## src/rtl/diff_encoder.sv

```systemverilog
// Streaming per-channel delta encoder: out_data = in_data - prev[in_ch], wrapping mod 2^WIDTH.
// One output register stage; the downstream wrap-around adder restores the samples exactly.
module diff_encoder #(
  parameter int WIDTH    = 32,
  parameter int CHANNELS = 4,
  parameter int CNT_W    = 16,
  localparam int CH_W    = (CHANNELS > 1) ? $clog2(CHANNELS) : 1
) (
  input  logic             clk,
  input  logic             rst,
  input  logic             clear,
  input  logic             in_valid,
  output logic             in_ready,
  input  logic [WIDTH-1:0] in_data,
  input  logic [CH_W-1:0]  in_ch,
  input  logic             in_first,
  output logic             out_valid,
  input  logic             out_ready,
  output logic [WIDTH-1:0] out_data,
  output logic [CH_W-1:0]  out_ch,
  output logic             out_zero,
  output logic [CNT_W-1:0] zero_cnt
);

  // Handshake: a beat moves on a port in any cycle where valid && ready. Valid never
  // depends on ready, and once out_valid is high the out_* fields stay stable until taken.
  localparam logic [CH_W:0] CH_LIMIT = (CH_W+1)'(CHANNELS);

  logic [WIDTH-1:0] prev [CHANNELS];
  logic             accept;
  logic             ch_legal;
  logic [WIDTH-1:0] base;
  logic [WIDTH-1:0] delta;

  assign in_ready = !out_valid || out_ready;
  assign accept   = in_valid && in_ready;
  assign ch_legal = ({1'b0, in_ch} < CH_LIMIT);

  always_comb begin
    base = '0;
    if (!(in_first || clear) && ch_legal) base = prev[in_ch];
    delta = in_data - base;
  end

  // The accepted write is placed after the clear so it wins for its own entry.
  always_ff @(posedge clk or posedge rst) begin
    if (rst) begin
      for (int i = 0; i < CHANNELS; i++) prev[i] <= '0;
    end else begin
      if (clear) begin
        for (int i = 0; i < CHANNELS; i++) prev[i] <= '0;
      end
      if (accept && ch_legal) prev[in_ch] <= in_data;
    end
  end

  always_ff @(posedge clk or posedge rst) begin
    if (rst) begin
      out_valid <= 1'b0;
      out_data  <= '0;
      out_ch    <= '0;
      out_zero  <= 1'b0;
    end else if (accept) begin
      out_valid <= 1'b1;
      out_data  <= delta;
      out_ch    <= in_ch;
      out_zero  <= (delta == '0);
    end else if (out_ready) begin
      out_valid <= 1'b0;
    end
  end

  always_ff @(posedge clk or posedge rst) begin
    if (rst) begin
      zero_cnt <= '0;
    end else if (out_valid && out_ready && out_zero && (zero_cnt != '1)) begin
      zero_cnt <= zero_cnt + 1'b1;
    end
  end

endmodule

```

## config.mk

```make
export PLATFORM = sky130hd
export DESIGN_NAME = diff_encoder
export DESIGN_NICKNAME = d
export VERILOG_FILES = /design/src/rtl/diff_encoder.sv
export SDC_FILE = /design/constraint.sdc
export NUM_CORES = 1
export LEC_CHECK = 0
export ABC_AREA = 1
export CORE_ASPECT_RATIO = 0.5
export CORE_MARGIN = 3
export CORE_UTILIZATION = 32
export CTS_BUF_LIST = sky130_fd_sc_hd__clkbuf_4
export DETAILED_ROUTE_END_ITERATION = 10
export GPL_ROUTABILITY_DRIVEN = 0
export PLACE_DENSITY = 0.57
export SYNTH_ARGS = -nofsm -noshare
export SYNTH_HDL_FRONTEND = slang
export SYNTH_SLANG_ARGS = --single-unit
```

## constraint.sdc

```tcl
create_clock -name clk -period 7.1 [get_ports clk]
set_input_delay 1.065 -clock clk [delete_from_list [all_inputs] [get_ports clk]]
set_output_delay 1.065 -clock clk [all_outputs]
set_load 0.01 [all_outputs]
```

# Word-level counts from Yosys, hierarchy flattened
# Cells that the tools add are included.
# word_totals
register_bits	180
inputBits	40
word_cells	36
out_inout_bits	53
# classes
order_cmp	2
reduce_logical	10
n_eq_ne	1
n_addsub	2
mux	11
bitwise_logic	1
# ops
cell	n
128-bit two-way mux	2
128-bit bitwise mux	1
32-bit two-way mux	4
32-bit binary-select mux with 2-bit select	1
32-bit demux with 2-bit select	1
32-bit logical NOT	1
32-bit subtractor	1
16-bit by 1-bit adder with 16-bit output, second input constant	1
16-bit inequality test, second input constant	1
1-bit logical AND	5
3-bit greater-or-equal comparator, second input constant	1
3-bit by 1-bit less-than comparator with 1-bit output, second input constant	1
2-bit inverter with 3-bit output	1
1-bit logical OR	2
1-bit two-way mux	2
2-bit nonzero test	1
1-bit logical NOT	1

# Logic depth before layout (Yosys ltp)
# Gate-level depths: netlist of run 1.
# depth
word_depth	7
mapped_depth	25
depth_no_buf	23

# Least setup slack after synthesis of run 1
# No wires, ideal clock.
# synth_timing
path_kind	input -> register
startpoint	in in_ch[0]
endpoint	reg out_zero
path_buffers	2
t_arrival_ns	3.395
path_slack_ns	3.640
t_required_ns	7.035
path_stages	23
setup_time_ns	0.065
cell_sequence	buf_2 inv_2 nor2_2 clkbuf_1 a22oi_1 a311oi_1 ha_1 fa_1 inv_1 nand3_1 nand2_2 nand2_1 nand2_2 nand2_2 nand2_2 nand3b_1 nand2_1 nand2_1 nand2_1 nand2_1 nor2_1 nand3_1 nand2_1
# synth_between
elab_chain_cells	7
# synth_rtl
item	line	rtl
from (decl)	15	input logic [CH_W-1:0] in_ch,
2-bit inverter with 3-bit output (not written as such)	41	if (!(in_first || clear) && ch_legal) base = prev[in_ch];
32-bit binary-select mux with 2-bit select	41	
32-bit two-way mux (not written as such) (2 in series)	41	
32-bit two-way mux	41	
32-bit subtractor	42	delta = in_data - base;
32-bit logical NOT	67	out_zero <= (delta == '0);
to (signal assigned)	67	
to (decl)	21	output logic out_zero,
# Every way passes these cells. The select of a mux whose other input is x is not followed.
# A chain may end at the register's enable or synchronous reset.

# Worst setup path in the final report of run 1
# Ends and elaborated chain as after synthesis.

==> results.py, run 1 <==
metrics = {
    "status": {
        "status": "complete, no violations",
    },
    "yosys": {
        "synth_top_flop_cell": "dfrtp_1",
        "async_reset_ff_share_pct": 100.0,
        "yosys.area_share.simple_pct": 30.23,
        "yosys-top-cells-area": "dfrtp_1, nand2_1, nand3_1",
        "synth_edf_count": 0,
        "synth_compound_area_share_pct": 11.58,
        "ys_ff_latch": 180,
        "netlist_instances": 1397,
        "synth.distinct_cells": 35,
        "yosysWarningCount": 0,
        "synth_top_area_share_pct": 43.53,
        "synthXorXnorAreaFrac_pct": 1.862,
        "synth_fp_nets": 1473,
        "synth_top_family_by_area": "simple AND/OR/NAND/NOR gates",
        "yosysTopAreaCell": "dfrtp_1",
        "synth_area_per_cell_um2": 7.408,
        "synthAdderAreaFrac_pct": 4.425,
        "yosysSeqAreaShare_pct": 43.53,
        "synth.area.mux_share_pct": 0,
        "synth_area_mm2": 0.01035,
    },
    "routing": {
        "routed_wl_mm": 30.52,
        "drt-vias-per-instance": 4.993,
        "wl_met1_mm": 14.68,
        "ant_nets": 0,
        "route.met3.wl_mm": 1.537,
        "drc": 0,
        "dr.pass1.iters": 6,
        "top_layer_used": "met4",
        "dr_wl_met2_mm": 14.00,
        "drtIter0Drc": 939,
        "vias": 9447,
        "wl_per_cell_um": 16.13,
    },
    "finish": {
        "final_cell_mix": "nand2_1, nand3_1, dfrtp_1",
        "drive_gt1_share_pct": 5.385,
        "fin_nets": 1531,
        "final_cells": 1892,
        "area_growth_pct": 15.08,
        "final_common_cell": "nand2_1",
        "finalInstanceArea_mm2": 0.01191,
    },
    "clocking": {
        "clock-root-buffer": "clkbuf_4",
        "cts_tree": "done",
        "cts.reportedPaths.clkPinSlew_ps": 140,
        "clockBufferDepth": 2,
        "post_cts_resized": 0,
        "insertion_delay_ps": 630,
        "cts-buffers-inserted": 17,
        "cts.sinks": 180,
        "postCtsHoldBufs": 0,
        "postCtsSetupBuffers": 0,
        "h-tree-depth": 4,
    },
    "power_and_ir_drop": {
        "switching_share_pct": 32.18,
        "power_density_mw_per_mm2": 179.5,
        "cellInternalPower_mw": 1.450,
        "power_switching_uw": 687.9,
        "combPwrFrac_pct": 21.6,
        "leakage_nw": 5.799,
        "irDropWorstVdd_uv": 71.78,
        "total_power_mw": 2.138,
        "clkPwrFrac_pct": 25.4,
        "sequentialPowerShare_pct": 52.9,
    },
    "sta": {
        "finalHoldViolCount": 0,
        "fmax_mhz": 214.8,
        "final.min_clock_period_ps": 4657,
        "setup_tns_ps": 0,
        "tightest_slew_ps": 1118,
        "post-route-period-util_pct": 65.59,
        "setup_viol": 0,
        "skew_ps": 25.35,
        "max-slew-margin-rel_pct": 25.23,
        "drv_slew": 0,
        "rsz0062_at_grt": "no",
    },
    "floorplan": {
        "dieWidth_um": 260.3,
        "start_util_pct": 33.30,
        "ioPinCount": 93,
        "die_h_um": 133.2,
        "die-area_mm2": 0.03466,
        "core_area_mm2": 0.03108,
        "fp-row-count": 45,
    },
    "run": {
        "drv_cap": 0,
    },
    "grt": {
        "antenna_found_initial": 2,
        "track_usage_pct": 18.08,
        "grt_pass1_wl_mm": 49.65,
        "grt-ovfl-total": 0,
        "grt_pass1_vias": 9154,
        "grt_start_max_net_pins": 92,
    },
    "critical_path": {
        "cp_data_arrival_time_ps": 5220,
        "crit_chain": "clkdlybuf4s50_1 -> inv_2 -> nor2_2 -> buf_4 -> a22oi_1 -> nand3_1 -> nand2_1 -> ha_1 -> nand2_1 -> inv_1 -> nand2_1 -> nor3_1 -> nand3_1 -> nand4_1 -> nand2_1 -> nor2_1 -> nand2_1 -> nor2_1 -> nand3_1 -> nand2_1",
        "reg2reg_from": "out_valid$_DFFE_PP0P_",
        "cpPeakStageDelay_ps": 630,
        "critPathMostFrequentCell": "nand2_1",
        "reg2reg_depth": 6,
        "reg2reg_slack_ps": 4200,
        "critical-path-top-delay-family": "simple AND/OR/NAND/NOR gates",
        "endpoint_kind": "flip-flop",
        "crit_path_start_kind": "input pin",
        "crit_required_ps": 7670,
        "crit_path_top_delay_cell": "nor2_2",
        "r2r-end": "prev[78]$_DFF_PP0_",
        "cp_num_buf_inv": 4,
        "crit_path_max_fanout": 35,
        "crit_type": "in -> reg",
    },
    "hold_path": {
        "min_to": "out_ch[1]$_DFFE_PP0P_",
        "min_path_cells": 2,
        "hp-class": "reg -> reg",
        "hold_path_startpoint": "out_ch[1]$_DFFE_PP0P_",
    },
    "placed_design": {
        "post_dp_cell_area_mm2": 0.01166,
        "dp.cells": 1859,
        "port_buffers": 92,
        "dp_hpwl_mm": 21.78,
    },
}
-- cell usage after synthesis, types with 2 or more instances --
| cell | instances |
|---|---|
| nand2_1 | 351 |
| nand3_1 | 229 |
| dfrtp_1 | 180 |
| inv_1 | 163 |
| o21ai_0 | 147 |
| nor2_1 | 79 |
| clkbuf_1 | 48 |
| ha_1 | 35 |
| a22oi_1 | 30 |
| a31oi_1 | 17 |
| a21oi_1 | 16 |
| nand2_2 | 15 |
| buf_1 | 14 |
| nand4_1 | 12 |
| xnor2_1 | 12 |
| xor2_1 | 10 |
| nor2_2 | 7 |
| nand3b_1 | 5 |
| buf_2 | 3 |
| nand3_2 | 3 |
| nor3_1 | 3 |
| nor3_2 | 3 |
| inv_2 | 2 |
| o21ai_1 | 2 |
-- worst max-delay path by stage --
stage | start | endpoint | slack, ps | depth (start not counted)
4_1_cts | in_ch[0] | out_zero$_DFFE_PP0P_ | 2550 | 20
3_3_place_gp | in_ch[0] | out_zero$_DFFE_PP0P_ | 1890 | 20
3_5_place_dp | in_ch[0] | out_zero$_DFFE_PP0P_ | 1850 | 20
5_1_grt | in_ch[0] | out_zero$_DFFE_PP0P_ | 2210 | 20
2_1_floorplan | rst | out_ch[0]$_DFFE_PP0P_ | 1150 | 1
6_report | in_ch[0] | out_zero$_DFFE_PP0P_ | 2440 | 20
-- flip-flops by register name (all words and copies together), names as in the netlist --
name and flops:
out_ch 2, out_data 32, out_valid 1, out_zero 1
prev 128, zero_cnt 16
-- through the flow --
step | hold slack (ps) | util (%) | worst slack (ps)
2_1_floorplan | 478.2 | - | 1148
3_3_place_gp | 466.4 | 37.52 | 1888
3_5_place_dp | 465.6 | 37.52 | 1850
4_1_cts | 496.9 | 38.30 | 2548
5_1_grt | 510.2 | 38.32 | 2215
6_report | 489.1 | 38.32 | 2443
-- layout make-up --
type,count,area [um^2]
Clock buffer,21,157.7
Fill cell,3331,19170
Sequential cell,180,4504
Multi-Input combinational cell,987,4995
Antenna cell,2,5.005
Clock inverter,10,86.33
Timing Repair Buffer,104,1006
Inverter,165,625.6
Tap cell,423,529.3
-- worst min-delay path, cell delays in order, from the launching register on --
cell	delay, ps
dfrtp_1	370
nand2_1	60
nand2_1	50
-- cell families (layout without fill, tap and decap cells) --
logic type	count (synthesis)	count (layout)
fa+ha+maj	36	36
flops	180	180
simple gates	712	712
xor+xnor	22	22
compound gates	217	217
buf+inv	230	300
other cells	0	2
-- routing by layer --
| layer | up-vias | global-route usage (%) |
|---|---|---|
| li1 | 4702 | - |
| met1 | 4480 | 24.83 |
| met2 | 247 | 29.51 |
| met3 | 18 | 3.818 |
| met4 | 0 | 3.739 |
| met5 | - | 0 |
-- power groups by stage --
| stage | Combinational [mW] | Sequential (mW) | Clock (mW) |
|---|---|---|---|
| floorplan | 0.257 | 1.16 | 0 |
| global placement | 0.465 | 1.15 | 0 |
| detailed placement | 0.465 | 1.15 | 0 |
| CTS | 0.467 | 1.13 | 0.570 |
| global route | 0.521 | 1.14 | 0.610 |
| finish | 0.462 | 1.13 | 0.544 |
No activity file was read; power rests on OpenSTA's default activity.
==> run 2: changes to the inputs <==
--- a/config.mk
+++ b/config.mk
@@ -12,7 +12,7 @@
 export CTS_BUF_LIST = sky130_fd_sc_hd__clkbuf_4
 export DETAILED_ROUTE_END_ITERATION = 10
 export GPL_ROUTABILITY_DRIVEN = 0
-export PLACE_DENSITY = 0.57
+export PLACE_DENSITY = 0.59
 export SYNTH_ARGS = -nofsm -noshare
 export SYNTH_HDL_FRONTEND = slang
 export SYNTH_SLANG_ARGS = --single-unit
==> constraint.sdc (replaced) <==
create_clock -name clk -period 4.1 [get_ports clk]
set_input_delay 0.615 -clock clk [delete_from_list [all_inputs] [get_ports clk]]
set_output_delay 0.615 -clock clk [all_outputs]
set_load 0.01 [all_outputs]
==> run 2 against run 1 <==
Clock skew rose by 4.9 ps. Critical endpoint unchanged. Clock power rose by 120%. Setup slack lost 1900 ps. Largest power group unchanged. First-iteration DRC count is 9.4% lower. Register-to-register slack worse by 3000 ps. Routed wire length increased by 1.1%. Sequential power is 73% higher. Total power is 86% higher. Die area did not move.
==> results.py, run 2 (synthesized netlist as in run 1, its figures left out) <==
metrics = {
    "finish": {
        "final_common_cell": "nand2_1",
        "nFillCells": 3289,
        "area_growth_pct": 17.58,
        "largest_reg_flops": 128,
        "largest_registers": "prev x128, out_data x32, zero_cnt x16",
        "final_cell_mix": "nand2_1, nand3_1, dfrtp_1",
        "seq_area_mm2": 0.004504,
        "fin_nets": 1546,
        "top_register": "prev",
        "multi_input_area_mm2": 0.004995,
        "final_cells": 1909,
        "drive_gt1_share_pct": 6.541,
    },
    "routing": {
        "vias": 9534,
        "routed_wl_mm": 30.84,
        "drtIter0Drc": 851,
        "drt-vias-per-instance": 4.994,
        "wl_per_cell_um": 16.16,
        "drc": 0,
        "ant_nets": 0,
        "dr.pass1.iters": 5,
    },
    "floorplan": {
        "ioPinCount": 93,
        "core_area_mm2": 0.03108,
        "die_h_um": 133.2,
        "dieWidth_um": 260.3,
        "die-area_mm2": 0.03466,
        "start_util_pct": 33.30,
        "fp-row-count": 45,
    },
    "clocking": {
        "insertion_delay_ps": 640,
        "cts-buffers-inserted": 17,
        "cts_tree": "done",
        "h-tree-depth": 4,
        "postCtsSetupBuffers": 0,
        "clockBufferDepth": 2,
        "postCtsHoldBufs": 0,
        "cts.reportedPaths.clkPinSlew_ps": 160,
        "post_cts_resized": 0,
        "cts.sinks": 180,
        "clock-root-buffer": "clkbuf_4",
    },
    "sta": {
        "finalHoldViolCount": 0,
        "skew_ps": 30.24,
        "setup_viol": 0,
        "rsz0062_at_grt": "no",
        "final.min_clock_period_ps": 3579,
        "max-slew-margin-rel_pct": 30.20,
        "drv_slew": 0,
        "post-route-period-util_pct": 87.28,
        "tightest_slew_ps": 1047,
        "fmax_mhz": 279.4,
    },
    "grt": {
        "track_usage_pct": 18.33,
        "grt_start_max_net_pins": 181,
        "grt-ovfl-total": 0,
        "grt_pass1_vias": 9053,
        "grt_pass1_wl_mm": 49.88,
        "antenna_found_initial": 1,
    },
    "power_and_ir_drop": {
        "leakage_nw": 5.931,
        "power_density_mw_per_mm2": 326.7,
        "irDropWorstVdd_uv": 137.8,
        "total_power_mw": 3.976,
    },
    "placed_design": {
        "dp.cells": 1874,
        "port_buffers": 92,
        "dp_hpwl_mm": 22.46,
    },
    "hold_path": {
        "hp-class": "reg -> reg",
    },
    "critical_path": {
        "crit_path_start_kind": "input pin",
        "cp_data_arrival_time_ps": 4160,
        "crit_path_max_fanout": 16,
        "crit_required_ps": 4690,
        "endpoint_kind": "flip-flop",
        "crit_type": "in -> reg",
    },
    "run": {
        "drv_cap": 0,
    },
    "status": {
        "status": "complete, no violations",
    },
}
==> run 2: area by class of cell <==
| cell class | instances | share of cell area [%] |
|---|---|---|
| Tap cell | 423 | 4.350 |
| Inverter | 165 | 5.131 |
| Clock buffer | 17 | 1.049 |
| Clock inverter | 15 | 1.799 |
| Sequential cell | 180 | 37.02 |
| Antenna cell | 3 | 0.06170 |
| Multi-Input combinational cell | 987 | 41.05 |
| Timing Repair Buffer | 119 | 9.542 |
==> run 2: path summary, 6_finish.rpt <==
| path | startpoint | endpoint | slack, ps | depth (start not counted) |
|---|---|---|---|---|
| worst max-delay path | in_ch[0] | out_zero$_DFFE_PP0P_ | 520 | 20 |
| worst min-delay path | out_data[8]$_DFFE_PP0P_ | out_data[8]$_DFFE_PP0P_ | 510 | 2 |
| worst max register to register | prev[96]$_DFF_PP0_ | out_zero$_DFFE_PP0P_ | 1160 | 16 |
| worst min register to register | out_data[8]$_DFFE_PP0P_ | out_data[8]$_DFFE_PP0P_ | 510 | 2 |
| max in group asynchronous | rst | out_data[4]$_DFFE_PP0P_ | 2720 | 3 |
| min in group asynchronous | rst | zero_cnt[15]$_DFFE_PP0P_ | 560 | 3 |
==> run 2: routing by layer <==
metal,vias up,routed length [um],track usage [%]
met5,-,0,0
met4,0,703,6.057
met3,43,1865,4.236
met2,246,13700,28.45
met1,4506,14570,25.27
li1,4739,-,-
==> run 2: stage by stage <==
stage / TNS [ps] / util, % / hold slack [ps] / area [um^2] / setup slack (ps)
finish: 0 / 39.15 / 505.4 / 12170 / 521.4
global route: 0 / 39.13 / 524.9 / 12160 / 345.5
CTS: 0 / 39.13 / 504.7 / 12160 / 537.6
detailed placement: -212.8 / 38.01 / 479.1 / 11810 / -212.8
global placement: -168.4 / 38.01 / 467.9 / 11810 / -168.4
floorplan: 0 / - / 478.2 / 10350 / 1090
==> run 2: worst max-delay path, cell delays in order <==
cell             delay (ps)
clkdlybuf4s50_1         590
inv_2                   100
nor2_2                  100
buf_4                   290
a22oi_1                 110
a311oi_1                450
ha_1                    300
fa_1                    240
inv_1                    70
nand3_1                  80
nand2_2                  90
nand2_1                  80
nand2_2                 110
xnor2_1                 310
nand2_1                  90
nor2_1                  170
nand3_1                  90
nor2_1                  130
nand3_1                  80
nand2_1                  60
==> run 2: power by group <==
part	total (mW)	switching (mW)	internal (mW)
combinational	0.826	0.507	0.319
sequential	1.95	0.0665	1.89
clock	1.20	0.693	0.502
